**config.mk**
```make
export PLATFORM = sky130hd
export DESIGN_NAME = vx_elastic_pipe_flat
export DESIGN_NICKNAME = d
export VERILOG_FILES = /design/src/rtl/vx_elastic_pipe_if.sv /design/src/rtl/vx_elastic_pipe.sv /design/src/flat_wrapper.sv
export SDC_FILE = /design/constraint.sdc
export NUM_CORES = 1
export LEC_CHECK = 0
export CAP_MARGIN = 20
export CORE_AREA = 4 4 41 43
export CTS_BUF_LIST = sky130_fd_sc_hd__clkbuf_4 sky130_fd_sc_hd__clkbuf_8
export DETAILED_ROUTE_END_ITERATION = 8
export DIE_AREA = 0 0 45 47
export SKIP_CTS_REPAIR_TIMING = 1
export SYNTH_ARGS = -nofsm -noshare
export SYNTH_HDL_FRONTEND = slang
export SYNTH_SLANG_ARGS = --single-unit
```
**constraint.sdc**
```tcl
create_clock -name clk -period 1.1 [get_ports clk]
set_clock_uncertainty 0.05 [all_clocks]
set_input_delay 0.22 -clock clk [delete_from_list [all_inputs] [get_ports clk]]
set_output_delay 0.22 -clock clk [all_outputs]
set_load 0.1 [all_outputs]
```
**src/rtl/vx_elastic_pipe_if.sv**
```systemverilog
// Valid/ready handshake bundle carrying one DATAW-bit payload.
// The master drives valid/data; the slave drives ready.
interface vx_elastic_pipe_if #(
   parameter int unsigned DATAW = 1
);
   logic             valid;
   logic             ready;
   logic [DATAW-1:0] data;

   modport master (output valid, output data, input ready);
   modport slave  (input valid, input data, output ready);
endinterface

```
**src/rtl/vx_elastic_pipe.sv**
```systemverilog
// Elastic valid/ready pipeline of DEPTH independently loading stages with bubble collapsing.
// A synchronous flush kills all in-flight entries.
module vx_elastic_pipe #(
   parameter int unsigned DATAW = 1,
   parameter int unsigned DEPTH = 2
) (
   input  logic                           clk,
   input  logic                           reset,
   input  logic                           flush,
   vx_elastic_pipe_if.slave               enq,
   vx_elastic_pipe_if.master              deq,
   output logic [$clog2(DEPTH+1)-1:0]     count
);
   localparam int unsigned CW = $clog2(DEPTH + 1);

   logic [DEPTH-1:0] valid_q;
   logic [DATAW-1:0] data_q [DEPTH];
   logic [DEPTH-1:0] en;
   logic             chain;

   // A stage may load when it is empty or the stage ahead of it is also loading;
   // the chain is deliberately combinational from deq.ready back to enq.ready.
   always_comb begin
      chain = !valid_q[DEPTH-1] || deq.ready;
      en    = '0;
      for (int unsigned k = 0; k < DEPTH; k++) begin
         chain              = chain || !valid_q[DEPTH-1-k];
         en[DEPTH-1-k]      = chain;
      end
   end

   always_ff @(posedge clk) begin
      if (reset) begin
         valid_q <= '0;
      end else if (flush) begin
         valid_q <= '0;
      end else begin
         if (en[0]) valid_q[0] <= enq.valid;
         for (int unsigned i = 1; i < DEPTH; i++) begin
            if (en[i]) valid_q[i] <= valid_q[i-1];
         end
      end
   end

   // Payload registers are not reset; contents behind a cleared valid bit are don't-care.
   always_ff @(posedge clk) begin
      if (en[0]) data_q[0] <= enq.data;
      for (int unsigned i = 1; i < DEPTH; i++) begin
         if (en[i]) data_q[i] <= data_q[i-1];
      end
   end

   always_comb begin
      count = '0;
      for (int unsigned i = 0; i < DEPTH; i++) begin
         count = count + CW'(valid_q[i]);
      end
   end

   assign enq.ready = en[0] && !flush;
   assign deq.valid = valid_q[DEPTH-1];
   assign deq.data  = data_q[DEPTH-1];
endmodule

```
**src/flat_wrapper.sv**
```systemverilog
// flat-port wrapper written by rule: the top's interface ports become plain ports
module vx_elastic_pipe_flat 
#(
   parameter int unsigned DATAW = 1,
   parameter int unsigned DEPTH = 2
)
  (clk, reset, flush, count, enq_valid, enq_data, enq_ready, deq_valid, deq_data, deq_ready);
  vx_elastic_pipe_if #(.DATAW(DATAW)) enq_i ();
  vx_elastic_pipe_if #(.DATAW(DATAW)) deq_i ();
  input  logic clk;
  input  logic reset;
  input  logic flush;
  output logic [$clog2(DEPTH+1)-1:0] count;
  input wire logic [$bits(enq_i.valid)-1:0] enq_valid;
  input wire logic [$bits(enq_i.data)-1:0] enq_data;
  output wire logic [$bits(enq_i.ready)-1:0] enq_ready;
  output wire logic [$bits(deq_i.valid)-1:0] deq_valid;
  output wire logic [$bits(deq_i.data)-1:0] deq_data;
  input wire logic [$bits(deq_i.ready)-1:0] deq_ready;
  assign enq_i.valid = enq_valid;
  assign enq_i.data = enq_data;
  assign enq_ready = enq_i.ready;
  assign deq_valid = deq_i.valid;
  assign deq_data = deq_i.data;
  assign deq_i.ready = deq_ready;
  vx_elastic_pipe #(.DATAW(DATAW), .DEPTH(DEPTH)) u_core (.clk(clk), .reset(reset), .flush(flush), .enq(enq_i), .deq(deq_i), .count(count));
endmodule
```
# After elaboration in Yosys (flattened, before gate mapping)
# Memories as Yosys holds them, arrays and structs flattened.
# Index checks and enable logic that the tools add are counted.
# word_totals
register_bits	2
ramBits	2
out_inout_bits	5
word_cells	16
memories	1
# op_classes
n_addsub	1
mux	4
n_reduce_logical	8
# memory_table
memory	depth	word_bits	rd	rd_clocked_by_memory_dff	write_ports	line_no	source
u_core.data_q	2	1	2	0	2	vx_elastic_pipe.sv:17	logic [DATAW-1:0] data_q [DEPTH];
# ops
operator	n
2-to-1 mux 1 bit	4
zero test 1 bit	3
logical OR 1 bit	3
adder 1 x 1 -> 2 bit	1
OR reduction 2 bit	1
logical AND 1 bit	1

# Longest topological paths before layout
# Gate-level depths: netlist of the first run.
# logic_depth
word_depth	6
depth_mapped	2
mapped_depth_nobuf	2

# Worst setup path before layout of the first run
# Ideal clock, no wire load.
# synth_path
path_kind	reg-to-output
from	register u_core.valid_q[1]
to	output enq_ready
t_arrival_ps	2341
required_time_ps	830
slack_ps	-1511
path_stages_with_launch	3
n_path_buf	0
path_cell_list	dfxtp_1 -> nand3b_1 -> nor2b_1
# synth_between
elab_chain_cells	5
# synth_lines
item	line_no	source
from (decl)	vx_elastic_pipe.sv:16	logic [DEPTH-1:0] valid_q;
from (signal, indexed assignment)	vx_elastic_pipe.sv:40	if (en[i]) valid_q[i] <= valid_q[i-1];
zero test 1 bit (*)	vx_elastic_pipe.sv:24, vx_elastic_pipe.sv:27	
logical OR 1 bit	vx_elastic_pipe.sv:24	chain = !valid_q[DEPTH-1] || deq.ready;
logical OR 1 bit (*) (2 in series)	vx_elastic_pipe.sv:27	chain = chain || !valid_q[DEPTH-1-k];
via u_core.chain	vx_elastic_pipe.sv:19	logic chain;
logical AND 1 bit (*)	vx_elastic_pipe.sv:60	assign enq.ready = en[0] && !flush;
to (decl)	flat_wrapper.sv:16	output wire logic [$bits(enq_i.ready)-1:0] enq_ready;
# The timed path passes the listed nets; every way through them passes the cells marked *.

# Worst setup path after layout of the first run
# Same ends and word-level chain as after synthesis.

==> metrics.cfg, run 1 <==
[floorplan]
start_util_pct = 12.31
die_height_um = 47
core_sq_um = 1301
io-pin-count = 11
dieArea_sq_um = 2115
die_w_um = 45
rows = 13

[timing]
tightest_slew_ns = 0.1828
rsz0062_at_grt = yes
setup_viol = 5
slew_headroom_pct = 87.74
post-route-period-util_pct = 121.6
slew_viol_final = 0
final.min_clock_period_ns = 1.338
hold_violations = 0
fmax_mhz = 747.4
whs_ns = 0.2698
fin_ws_ns = -0.2379

[routing]
num_vias = 164
drc_errors = 0
drt_iter0_drc = 1
dr.pass1.iters = 2
wl_per_cell_um = 10.16
viasPerCell = 3.727
wl_um = 447
drtAntennaViolNets = 0

[power_and_ir_drop]
p_switching_mw = 0.1442
comb_power_share_pct = 23.4
p_leak_nw = 0.1751
internal_power_mw = 0.3766
power_density_nw_per_um2 = 1273
power.total_mw = 0.5208
p_seq_share_pct = 32.1
switching_share_pct = 27.69
ir_worst_vdd_uv = 509.0
clkPwrFrac_pct = 44.4

[run]
drv_cap = 0

[setup_path]
reg2reg_depth = 3
cp.arrival_ns = 1.07
crit_start = u_core.valid_q[1]$_SDFFE_PP0P_
critPathMaxFanout = 4
crit_path_start_kind = flip-flop
path_class = reg -> out
end_kind = primary output
critPathRequiredTime_ns = 0.83
r2r-start = u_core.valid_q[1]$_SDFFE_PP0P_

[finish]
fin_nets = 37
multi_input_comb_area_sq_um = 72.57
fillCellCount = 141
drive_gt1_share_pct = 58.62
num_antenna_cells = 0
final_util_pct = 31.44
syn2layout_area_growth_pct = 155.5
ff_latch_area_sq_um = 105.1

[clock_tree]
numCtsBuffers = 3
htree_num_levels = 1
clockBufferDepth = 2
cts_root_buf = clkbuf_4
tritoncts = yes
path_clk_slew_ns = 0.04
clk_latency_ns = 0.24
cts.sinks = 4

[synth]
syn_inst = 12
netlist_area_sq_um = 160.2
yosys_warnings = 0
synth.avg_cell_area_sq_um = 13.35
syn_nets = 19
synth_seq_cells = 4
synth_cell_types = 9
yosysSeqAreaShare_pct = 62.50

[worst_hold_path]
hold_depth = 3
hold_path_class = in -> reg
worstHoldStart = deq_ready

[placed_design]
place.gp.congestion = 0.6756
io_buffers = 10

[run_status]
status = finished with violations
violations = setup timing

[global_route]
grt_pass1_wl_um = 834
grt_pass1_vias = 194
overflow = 0
grt_start_max_net_pins = 5
grt_usage_pct = 6.111
antenna_found_initial = 0

## power by group through the flow
stage	Sequential, mW	Combinational [mW]	Clock [mW]
2_1_floorplan	0.189	0.0458	0
4_1_cts	0.168	0.122	0.238
3_3_place_gp	0.170	0.120	0
6_report	0.167	0.122	0.231
5_1_grt	0.168	0.126	0.241
3_5_place_dp	0.170	0.121	0
## through the flow
stage / worst slack, ns / TNS [ns] / area, sq um / instances
final: -0.2379 / -0.6079 / 409.1 / 44
after global routing: -0.2739 / -0.7265 / 409.1 / 44
after CTS: -0.3439 / -0.7473 / 397.9 / 43
after detailed placement: -0.3400 / -0.8773 / 367.9 / 39
after global placement: -0.3094 / -0.7183 / 367.9 / 39
after floorplan: -0.3409 / -0.5958 / 183.9 / 12
## state kept, by name, indices dropped and copies added, names as in the netlist
| register | flops |
|---|---|
| u_core.data_q | 2 |
| u_core.valid_q | 2 |
## worst paths after layout
kind | slack, ns | endpoint
setup / recovery | -0.24 | enq_ready
hold / removal | 0.27 | u_core.valid_q[1]$_SDFFE_PP0P_
hold reg to reg | 0.36 | u_core.data_q[0][1]$_DFFE_PP_
setup reg to reg | 0.13 | u_core.valid_q[0]$_SDFFE_PP0P_
## cell usage in the layout (no fill, tap or decap), types with 2 or more instances in the layout
| master | count |
|---|---|
| buf_4 | 3 |
| clkbuf_4 | 4 |
| edfxtp_1 | 2 |
| clkdlybuf4s50_1 | 4 |
| inv_1 | 2 |
| buf_12 | 5 |
## critical path, cell delays in order (launching register included)
cell	delay [ns]
dfxtp_4	0.35
nand3b_1	0.11
nor2b_4	0.18
buf_12	0.18
## cells in the mapped netlist, drive strengths merged
cell / instances / area, sq um
a211oi: 2 / 20.02
ha: 1 / 12.51
inv: 2 / 7.510
nor2b: 1 / 6.260
nand2b: 1 / 6.260
dfxtp: 2 / 40.04
nand3b: 1 / 7.510
edfxtp: 2 / 60.06
## logic make-up (layout without fill, tap and decap cells)
logic type / Yosys count / count (layout) / share of synthesized area (%)
compound gates: 2 / 2 / 12.50
fa+ha+maj: 1 / 1 / 7.811
buf+inv: 2 / 19 / 4.689
flops: 4 / 4 / 62.50
simple gates: 3 / 3 / 12.51
## area by class of cell
class,instances,area share [%]
clock buffer,4,7.339
inverter,2,1.835
tap,15,4.587
sequential,4,25.69
timing repair buffer,13,42.81
multi-input combinational,6,17.74
## layer usage
layer / routed length (um) / share of wire (%) / vias up / GRT usage (%)
met5: 0 / 0 / - / 0
met4: 17 / 3.8 / 0 / 7.018
met3: 49 / 11 / 2 / 3.831
met2: 200 / 45 / 12 / 8.475
met1: 179 / 40 / 74 / 5.760
li1: - / - / 76 / -
(Power assumes the default switching activity.)
==> run 2, diff against run 1 <==
--- a/config.mk
+++ b/config.mk
@@ -10,6 +10,8 @@
 export CTS_BUF_LIST = sky130_fd_sc_hd__clkbuf_4 sky130_fd_sc_hd__clkbuf_8
 export DETAILED_ROUTE_END_ITERATION = 8
 export DIE_AREA = 0 0 45 47
+export GPL_TIMING_DRIVEN = 0
+export REMOVE_ABC_BUFFERS = 1
 export SKIP_CTS_REPAIR_TIMING = 1
 export SYNTH_ARGS = -nofsm -noshare
 export SYNTH_HDL_FRONTEND = slang
==> metrics.cfg, run 2 (synthesis results as in run 1) <==
[run_status]
status = finished with violations
violations = setup timing

[clock_tree]
clk_latency_ns = 0.24  ; about the same
numCtsBuffers = 3  ; unchanged
tritoncts = yes
cts_root_buf = clkbuf_4
clockBufferDepth = 2  ; unchanged
path_clk_slew_ns = 0.04  ; about the same
htree_num_levels = 1  ; unchanged
cts.sinks = 4  ; unchanged

[routing]
wl_per_cell_um = 11.26  ; +11%
drt_iter0_drc = 5  ; +4
wl_um = 484  ; +8.3%
viasPerCell = 3.744  ; +0.45%
num_vias = 161  ; -1.8%
drc_errors = 0  ; unchanged
drtAntennaViolNets = 0  ; unchanged
dr.pass1.iters = 4  ; +2

[timing]
tightest_slew_ns = 0.2003  ; +0.01749 ns
final.min_clock_period_ns = 1.336  ; -0.002411 ns
rsz0062_at_grt = yes
setup_tns_ns = -0.5484  ; +0.05952 ns
fmax_mhz = 748.8  ; +0.18%
hold_violations = 0  ; unchanged
setup_viol = 4  ; -1
fin_ws_ns = -0.2355  ; +0.002411 ns
slew_headroom_pct = 86.60  ; -1.1 points
post-route-period-util_pct = 121.4  ; -0.22 points
slew_viol_final = 0  ; unchanged

[setup_path]
path_class = in -> out
cpMaxStageDelayCell = clkdlybuf4s50_1
regToRegEndpoint = u_core.valid_q[0]$_SDFFE_PP0P_
critical_path.n_buffers_inverters = 2  ; +1
critPathMaxFanout = 3  ; -1
critPathRequiredTime_ns = 0.83  ; about the same
cp.arrival_ns = 1.07  ; about the same
reg2reg_slack_ns = 0.12  ; about the same
crit_path_start_kind = input pin
critPathTopFamily = buffers and inverters
crit_chain = clkdlybuf4s50_1, nor2b_4, buf_12
r2r-start = u_core.valid_q[0]$_SDFFE_PP0P_
slowest_delay_ns = 0.50  ; +0.15 ns
end_kind = primary output
reg2reg_depth = 3  ; unchanged

[finish]
final_util_pct = 30.38  ; -1.1 points
reg.largest.list = u_core.data_q (2), u_core.valid_q (2)
drive_gt1_share_pct = 57.14  ; -1.5 points
syn2layout_area_growth_pct = 146.9
fin_nets = 36  ; -2.7%
multi_input_comb_area_sq_um = 72.57  ; unchanged
ff_latch_area_sq_um = 107.6  ; +2.4%
num_antenna_cells = 0  ; unchanged
design_area_sq_um = 395.4  ; -3.4%
fillCellCount = 140  ; -0.71%
layout_common_cells = clkbuf_4, clkdlybuf4s50_1, buf_12

[global_route]
grt_pass1_vias = 160  ; -18%
grt_start_max_net_pins = 5  ; unchanged
grt_pass1_wl_um = 676  ; -19%
grt_usage_pct = 5.309  ; -0.80 points
antenna_found_initial = 0  ; unchanged
overflow = 0  ; unchanged

[run]
drv_cap = 0  ; unchanged

[power_and_ir_drop]
power_density_nw_per_um2 = 1283  ; +0.80%
p_leak_nw = 0.1673  ; -4.5%
ir_worst_vdd_uv = 422.8  ; -17%

[placed_design]
dp_slack_ns = -1.313  ; -0.9727 ns
io_buffers = 10  ; unchanged
place_area_sq_um = 279.0  ; -24%
place.gp.congestion = 0.7040  ; +4.2%
hpwl_um = 326.9

[floorplan]
io-pin-count = 11  ; unchanged
core_sq_um = 1301  ; unchanged
dieArea_sq_um = 2115  ; unchanged
die_w_um = 45  ; unchanged
start_util_pct = 12.31  ; unchanged
rows = 13  ; unchanged
die_height_um = 47  ; unchanged

[worst_hold_path]
worstHoldStart = deq_ready
hold_path_class = in -> reg
hold_depth = 2  ; -1
hold_end = u_core.data_q[0][1]$_DFFE_PP_

[run 2: changes by cell type in the layout (fill, tap and decap cells not counted), sizes merged]
cell	before	now
buf	8	7
[run 2: cell type report]
class / instances / share of cell area, %
repair buffers: 12 / 40.19
flip-flops and latches: 4 / 27.22
multi-input cells: 6 / 18.35
clock buffers: 4 / 7.595
well taps: 15 / 4.747
inverters: 2 / 1.899
[run 2: metrics by stage]
step	std cells	hold WS, ns	total power [mW]
floorplan	12	0.2346	0.2300
global placement	37	0.3522	0.2633
detailed placement	37	0.3579	0.2647
CTS	41	0.3686	0.5015
global route	43	0.3341	0.5371
finish	43	0.3119	0.5073
[run 2: metal layers]
layer  share of wire (%)  vias to the layer above  wire length (um)  global-route usage [%]
li1                    -                       74                 -                       -
met1                  39                       71               187                   4.817
met2                  48                       14               233                   6.497
met3                  11                        2                51                   5.364
met4                 2.5                        0                12                   5.263
met5                   0                        -                 0                       0
[run 2: worst max-delay path by stage]
stage / start / end / slack (ns) / depth (start not counted)
after floorplan: u_core.valid_q[1]$_SDFFE_PP0P_ / enq_ready / -1.51 / 2
after detailed placement: deq_ready / enq_ready / -1.31 / 4
final: flush / enq_ready / -0.24 / 3
after global routing: u_core.valid_q[1]$_SDFFE_PP0P_ / enq_ready / -0.28 / 3
after CTS: deq_ready / enq_ready / -1.31 / 4
after global placement: deq_ready / enq_ready / -1.32 / 4
[run 2: power by group]
| group | leakage, nW | internal (mW) | switching, mW |
|---|---|---|---|
| Sequential | 0.0389 | 0.160 | 0.00470 |
| Combinational | 0.110 | 0.0468 | 0.0684 |
| Clock | 0.0184 | 0.161 | 0.0659 |
| Total | 0.167 | 0.368 | 0.139 |
==> run 3, diff against run 2 <==
==> constraint.sdc (replaced) <==
create_clock -name clk -period 1.58 [get_ports clk]
set_clock_uncertainty 0.05 [all_clocks]
set_input_delay 0.316 -clock clk [delete_from_list [all_inputs] [get_ports clk]]
set_output_delay 0.316 -clock clk [all_outputs]
set_load 0.1 [all_outputs]
==> metrics.cfg, run 3 (synthesis results as in run 1) <==
[run_status]
status = completed

[setup_path]
end_kind = primary output
crit_start = flush
r2r-start = u_core.valid_q[1]$_SDFFE_PP0P_
critical_path.n_buffers_inverters = 2  ; unchanged
path_class = in -> out
slowest_delay_ns = 0.49  ; about the same
critPathMaxFanout = 3  ; unchanged
critPathRequiredTime_ns = 1.21  ; +0.38 ns
cpMaxStageDelayCell = clkdlybuf4s50_1
critPathTopFamily = buffers and inverters
reg2reg_slack_ns = 0.66  ; +0.54 ns
crit_path_start_kind = input pin
crit_chain = clkdlybuf4s50_1, nor2b_4, buf_12
cp.arrival_ns = 1.16  ; +0.09 ns

[power_and_ir_drop]
power.total_mw = 0.3424  ; -32%
power_density_nw_per_um2 = 1090  ; -15%
p_leak_nw = 0.1467  ; -12%
ir_worst_vdd_uv = 286.9  ; -32%

[floorplan]
rows = 13  ; unchanged
io-pin-count = 11  ; unchanged
core_sq_um = 1301  ; unchanged
dieArea_sq_um = 2115  ; unchanged
start_util_pct = 12.31  ; unchanged
die_height_um = 47  ; unchanged
die_w_um = 45  ; unchanged

[timing]
slew_viol_final = 0  ; unchanged
setup_tns_ns = 0  ; +0.5484 ns
setup_viol = 0  ; -4
tightest_slew_ns = 0.5494  ; +0.3490 ns
final.min_clock_period_ns = 1.523
slew_headroom_pct = 63.53  ; -23 points
hold_violations = 0  ; unchanged
post-route-period-util_pct = 96.42
fmax_mhz = 656.4
rsz0062_at_grt = no

[placed_design]
hpwl_um = 326.9  ; unchanged
io_buffers = 10  ; unchanged
place.gp.congestion = 0.7040  ; unchanged

[clock_tree]
clockBufferDepth = 2  ; unchanged
numCtsBuffers = 3  ; unchanged
clk_latency_ns = 0.23  ; about the same
htree_num_levels = 1  ; unchanged
cts.sinks = 4  ; unchanged
tritoncts = yes
cts_root_buf = clkbuf_4
path_clk_slew_ns = 0.05  ; about the same

[worst_hold_path]
worstHoldStart = u_core.data_q[0][0]$_DFFE_PP_
hold_path_class = reg -> reg

[finish]
num_antenna_cells = 0  ; unchanged
drive_gt1_share_pct = 42.31  ; -15 points
fillCellCount = 150  ; +7.1%
layout_common_cells = clkbuf_4, clkdlybuf4s50_1
reg.largest.list = u_core.data_q (2), u_core.valid_q (2)
final_common_cell = clkbuf_4
syn2layout_area_growth_pct = 96.09
fin_nets = 34  ; -5.6%

[global_route]
grt_pass1_vias = 160  ; unchanged
grt_pass1_wl_um = 676  ; unchanged
grt_usage_pct = 5.309  ; unchanged
antenna_found_initial = 0  ; unchanged
overflow = 0  ; unchanged
grt_start_max_net_pins = 5  ; unchanged

[routing]
drc_errors = 0  ; unchanged
drt_iter0_drc = 3  ; -2
num_vias = 144  ; -11%
drtAntennaViolNets = 0  ; unchanged
wl_um = 436  ; -9.9%
wl_per_cell_um = 10.63  ; -5.5%
dr.pass1.iters = 4  ; unchanged
viasPerCell = 3.512  ; -6.2%

[run]
drv_cap = 0  ; unchanged

-- run 3: path summary, 6_finish.rpt --
path,endpoint,depth (start not counted)
worst max-delay path,enq_ready,3
worst min-delay path,u_core.data_q[0][1]$_DFFE_PP_,0
worst max register to register,u_core.valid_q[0]$_SDFFE_PP0P_,2
worst min register to register,u_core.data_q[0][1]$_DFFE_PP_,0
-- run 3: area by class of cell --
class                      count  area [sq um]  area share (%)
sequential                     4         100.1           31.87
timing repair buffer          10         97.59           31.08
multi-input combinational      6         60.06           19.12
clock buffer                   4         30.03           9.562
tap                           15         18.77           5.976
inverter                       2         7.507           2.390
-- run 3: layer usage --
layer	up-vias	GRT usage, %	share of wire, %
met4	0	5.263	0
met5	-	0	0
met3	0	5.364	15
met1	62	4.817	42
met2	12	6.497	42
li1	70	-	-
-- run 3: report_power, final --
part	switching [mW]	total [mW]	internal, mW	leakage, nW
sequential	0.00218	0.116	0.114	0.0375
combinational	0.0462	0.0689	0.0227	0.0908
clock	0.0454	0.157	0.112	0.0184
total	0.0938	0.342	0.249	0.147
-- run 3: through the flow --
| stage | util (%) | hold WS (ns) | cell area [sq um] | std cells | setup slack [ns] |
|---|---|---|---|---|---|
| after floorplan | - | 0.3306 | 160.2 | 12 | -1.127 |
| after global placement | 21.44 | 0.3522 | 279.0 | 37 | -1.033 |
| after detailed placement | 21.44 | 0.3579 | 279.0 | 37 | -1.025 |
| after CTS | 23.75 | 0.3686 | 309.0 | 41 | -1.025 |
| after global routing | 24.13 | 0.3867 | 314.1 | 41 | 0.01437 |
| final | 24.13 | 0.3665 | 314.1 | 41 | 0.05660 |
